## src/rtl/div_result_bcd.sv

```systemverilog
`default_nettype none
// ============================================================================
// Module   : div_result_bcd
// Brief    : Double-dabble converter turning divider quotient/remainder into
//            packed BCD, valid/ready handshake on both sides.
// Revision : 1.0 - initial release
// ============================================================================
module div_result_bcd #(
  parameter int N = 4,
  parameter int D = 2
) (
  input  logic           clk,
  input  logic           rst_n,
  input  logic           in_valid,
  output logic           in_ready,
  input  logic [N-1:0]   quotient,
  input  logic [N-1:0]   remainder,
  output logic           out_valid,
  input  logic           out_ready,
  output logic [4*D-1:0] quotient_bcd,
  output logic [4*D-1:0] remainder_bcd
);

  localparam int CNT_W = $clog2(N + 1);
  localparam int W     = 4 * D + N;

  typedef enum logic [1:0] {
    IDLE  = 2'd0,
    SHIFT = 2'd1,
    DONE  = 2'd2
  } state_t;

  state_t             state_q;
  logic               in_ready_q;
  logic               out_valid_q;
  logic [CNT_W-1:0]   cnt_q;
  logic [N-1:0]       qbin_q;
  logic [N-1:0]       rbin_q;
  logic [4*D-1:0]     qbcd_q;
  logic [4*D-1:0]     rbcd_q;
  logic [W-1:0]       q_dd_d;
  logic [W-1:0]       r_dd_d;

  // Every digit is corrected independently before the shared shift.
  function automatic logic [4*D-1:0] dabble_adj(input logic [4*D-1:0] bcd);
    logic [4*D-1:0] res;
    res = bcd;
    for (int k = 0; k < D; k++) begin
      if (bcd[4*k +: 4] >= 4'd5) res[4*k +: 4] = bcd[4*k +: 4] + 4'd3;
    end
    return res;
  endfunction

  always_comb begin
    q_dd_d = {dabble_adj(qbcd_q), qbin_q} << 1;
    r_dd_d = {dabble_adj(rbcd_q), rbin_q} << 1;
  end

  always_ff @(posedge clk or negedge rst_n) begin
    if (!rst_n) begin
      state_q     <= IDLE;
      in_ready_q  <= 1'b1;
      out_valid_q <= 1'b0;
      cnt_q       <= '0;
      qbin_q      <= '0;
      rbin_q      <= '0;
      qbcd_q      <= '0;
      rbcd_q      <= '0;
    end else begin
      case (state_q)
        IDLE: begin
          if (in_valid) begin
            qbin_q     <= quotient;
            rbin_q     <= remainder;
            qbcd_q     <= '0;
            rbcd_q     <= '0;
            cnt_q      <= '0;
            in_ready_q <= 1'b0;
            state_q    <= SHIFT;
          end
        end
        SHIFT: begin
          qbcd_q <= q_dd_d[W-1:N];
          qbin_q <= q_dd_d[N-1:0];
          rbcd_q <= r_dd_d[W-1:N];
          rbin_q <= r_dd_d[N-1:0];
          cnt_q  <= cnt_q + 1'b1;
          if (cnt_q == CNT_W'(N - 1)) begin
            out_valid_q <= 1'b1;
            state_q     <= DONE;
          end
        end
        DONE: begin
          // No same-edge accept: the next pair waits one IDLE cycle.
          if (out_ready) begin
            out_valid_q <= 1'b0;
            in_ready_q  <= 1'b1;
            state_q     <= IDLE;
          end
        end
        default: begin
          out_valid_q <= 1'b0;
          in_ready_q  <= 1'b1;
          state_q     <= IDLE;
        end
      endcase
    end
  end

  assign in_ready      = in_ready_q;
  assign out_valid     = out_valid_q;
  assign quotient_bcd  = qbcd_q;
  assign remainder_bcd = rbcd_q;

endmodule
`default_nettype wire

```

## config.mk

```make
export PLATFORM = sky130hd
export DESIGN_NAME = div_result_bcd
export DESIGN_NICKNAME = d
export VERILOG_FILES = /design/src/rtl/div_result_bcd.sv
export SDC_FILE = /design/constraint.sdc
export NUM_CORES = 1
export LEC_CHECK = 0
export BUFFER_PORTS_ARGS = -buffer_cell sky130_fd_sc_hd__buf_2
export CORE_ASPECT_RATIO = 0.7
export CORE_MARGIN = 2
export CORE_UTILIZATION = 50
export DETAILED_ROUTE_END_ITERATION = 8
export MAX_ROUTING_LAYER = met4
export PLACE_DENSITY = 0.82
export SYNTH_ARGS = -nofsm -noshare
export SYNTH_HDL_FRONTEND = slang
export SYNTH_SLANG_ARGS = --single-unit
```

## constraint.sdc

```tcl
create_clock -name clk -period 1.83 [get_ports clk]
set_clock_uncertainty 0.2 [all_clocks]
set_input_delay 0.2745 -clock clk [delete_from_list [all_inputs] [get_ports clk]]
set_output_delay 0.2745 -clock clk [all_outputs]
set_load 0.02 [all_outputs]
```

==> results.json <==
{
  "endpoint_kind": "register",
  "grt_pass1_wl_um": 6340,
  "cp.required_ns": 1.81,
  "numCtsBuffers": 5,
  "drive_above_1_share_pct": 24.5,
  "syn_avg_cell_area_um2": 10.2,
  "synthAdderAreaFrac_pct": 7.17,
  "internal_power_mw": 2.05,
  "crit_type": "reg -> reg",
  "cp.depth": 5,
  "hold_viol_final": 0,
  "crit_fanout": 5,
  "clkPwrFrac_pct": 15.0,
  "finalSetupTns_ns": 0,
  "crit_path_start": "remainder_bcd[0]",
  "clk_latency_ns": 0.29,
  "fp.dieW_um": 74.6,
  "r2r_end": "remainder_bcd[2]",
  "crit_buf_inv": 1,
  "clockBufferDepth": 2,
  "seqPwrFrac_pct": 32.8,
  "ys_top_cells_by_area": "dfrtp_1, ha_1, nor2b_1",
  "grt.total_usage_pct": 23.0,
  "dp_hpwl_um": 2620,
  "synth_cell_types": 33,
  "cts-resized-gates": 0,
  "antenna_found_initial": 0,
  "vias": 1423,
  "final_nets": 229,
  "p_comb_share_pct": 52.2,
  "postSynthCellCount": 171,
  "post-synth-top-count-cell": "dfrtp_1",
  "synth_edf_count": 0,
  "r2r_start": "remainder_bcd[0]",
  "numPortBuffers": 29,
  "ir_drop_uv": 1040,
  "synth_nets": 193,
  "grt-ovfl-total": 0,
  "gp_congestion": 0.841,
  "p_leak_nw": 0.926,
  "holdWs_ns": 0.0664,
  "synthArstFlopShare_pct": 100,
  "maxCapViolCount": 0,
  "coreArea_um2": 3230,
  "worst_slack_ns": 0.154,
  "wirelength_um": 3700,
  "crit_end": "remainder_bcd[2]",
  "power.switching_mw": 1.64,
  "ys_seq_elements": 31,
  "cts.clk_slew.worst_paths_ns": 0.06,
  "cp_slowest_cell": "dfrtp_1",
  "htreeDepth": 2,
  "status": "finished clean",
  "initial_core_util_pct": 53.9,
  "yosys.area_share.simple_pct": 10.0,
  "switching_share_pct": 44.5,
  "grt_max_degree": 32,
  "cts_tree": "built",
  "routedWlPerCell_um": 14.5,
  "synth.cell_area_um2": 1740,
  "die_area_um2": 3980,
  "synthXorXnorAreaFrac_pct": 1.00,
  "arrival_ns": 1.66,
  "power.density_nw_per_um2": 1820,
  "yosysTopAreaCell": "dfrtp_1",
  "n_antenna_cell": 0,
  "synth_top_area_share_pct": 43.0,
  "pre_cts_ws_ns": 0.127,
  "cts_root_buf": "clkbuf_8",
  "worst_slew_pin_slew_ns": 0.667,
  "synth.area.mux_share_pct": 0.574,
  "cp_slowest_stage_delay_ns": 0.41,
  "synth_compound_area_share_pct": 27.8,
  "start_kind": "register",
  "setup_viol": 0,
  "drt_pass1_iterations": 4,
  "r2r_slack_ns": 0.15,
  "die_h_um": 53.4,
  "first_global_vias": 1334,
  "ys.flop_type": "dfrtp_1",
  "drc": 0,
  "crit_chain": "inv_1 -> ha_1 -> nor2b_1 -> o21a_1 -> o311ai_1",
  "drv_slew": 0,
  "reg2reg_depth": 5,
  "finalCriticalPeriod_ns": 1.68,
  "pin_count": 30,
  "cts_setup_buffers": 0,
  "synth_common_cells": "dfrtp_1, inv_1, nand2_1, nor2b_1, o21ai_0",
  "rsz0062_at_grt": "false",
  "maxSlewHeadroom_pct": 55.5,
  "ys_seq_area_share_pct": 44.5,
  "synth_top_family_by_area": "compound AO/OA/AOI/OAI gates",
  "finalPower_mw": 3.69,
  "fp-row-count": 17,
  "ant_nets": 0,
  "hold_class": "in -> reg",
  "via_per_inst": 5.58,
  "drtIter0Drc": 140,
  "area_growth_pct": 16.4,
  "clock-sinks": 31,
  "timing.fmax_mhz": 597,
  "path_delay_family": "compound AO/OA/AOI/OAI gates",
  "ctsHoldBuffers": 1,
  "synth_warnings": 0,
  "period_share_pct": 91.6
}
==> cells in the final DEF (no fill, tap or decap), types with 2 or more instances in the layout <==
cell type,Yosys,final
a21oi_1,9,9
a22oi_1,6,6
a32o_1,4,4
buf_2,1,29
buf_4,0,9
clkbuf_8,0,6
dfrtp_1,30,30
ha_1,10,10
inv_1,18,18
nand2_1,14,14
nor2_1,4,4
nor2b_1,14,14
o2111ai_1,8,8
o21a_1,4,4
o21ai_0,11,11
o21ai_1,3,3
o221ai_2,3,3
o22ai_1,2,2
o311ai_0,2,2
o311ai_1,2,2
o31ai_1,4,4
o32ai_1,2,2
xnor2_1,2,2
==> worst min-delay path by stage <==
stage / end / slack [ns] / depth (start not counted) / start
2_1_floorplan: cnt_q[0] / -0.22 / 0 / rst_n
3_3_place_gp: quotient_bcd[1] / 0.16 / 1 / rst_n
3_5_place_dp: quotient_bcd[1] / 0.15 / 1 / rst_n
4_1_cts: qbin_q[3] / 0.06 / 3 / quotient[3]
5_1_grt: qbin_q[3] / 0.08 / 3 / quotient[3]
6_report: qbin_q[3] / 0.07 / 3 / quotient[3]
==> power by group through the flow <==
stage          logic, mW  registers (mW)  clock network, mW
5_1_grt             2.13            1.25              0.603
6_report            1.92            1.21              0.554
3_5_place_dp        1.90            1.21                  0
4_1_cts             1.92            1.20              0.563
3_3_place_gp        1.86            1.20                  0
2_1_floorplan       1.33            1.34                  0
==> through the flow <==
step	instances	util, %	area (µm²)
2_1_floorplan	171	-	1740
3_3_place_gp	246	59.6	1930
3_5_place_dp	246	59.6	1930
4_1_cts	255	62.8	2030
5_1_grt	255	62.8	2030
6_report	255	62.8	2030
==> registers in the layout, summed over array words and instances (netlist names) <==
signal	cells
cnt_q	3
in_ready	1
out_valid	1
qbin_q	4
quotient_bcd	8
rbin_q	4
remainder_bcd	8
state_q	2
==> cell families (layout without fill, tap and decap cells) <==
family                     Yosys count  in the layout
buffers and inverters               28             65
muxes                                1              1
and+or+nand+nor                     34             34
xor gates and xnor gates             2              2
adders and majority gates           10             10
DFF                                 31             31
AOI/OAI and AO/OA                   65             65
==> metal layers <==
metal | vias to the layer above | wire length [µm] | track usage (%)
met5 | - | 0 | -
met4 | 0 | 74 | 11.6
met3 | 6 | 172 | 5.71
met2 | 36 | 1570 | 30.7
met1 | 685 | 1880 | 32.3
li1 | 696 | - | -
==> area by class of cell <==
cell class	instances	area, µm²
clock buffer	7	86.3
tap	47	58.8
clock inverter	1	5.00
sequential	31	777
timing repair buffer	39	223
fill	263	1200
multi-input combinational	112	812
inverter	18	67.6
==> tightest hold or removal path, cell delays in order <==
cell	delay (ns)
buf_2	0.07
a21oi_1	0.05
o21ai_1	0.11
No activity file was read; power rests on OpenSTA's default activity.
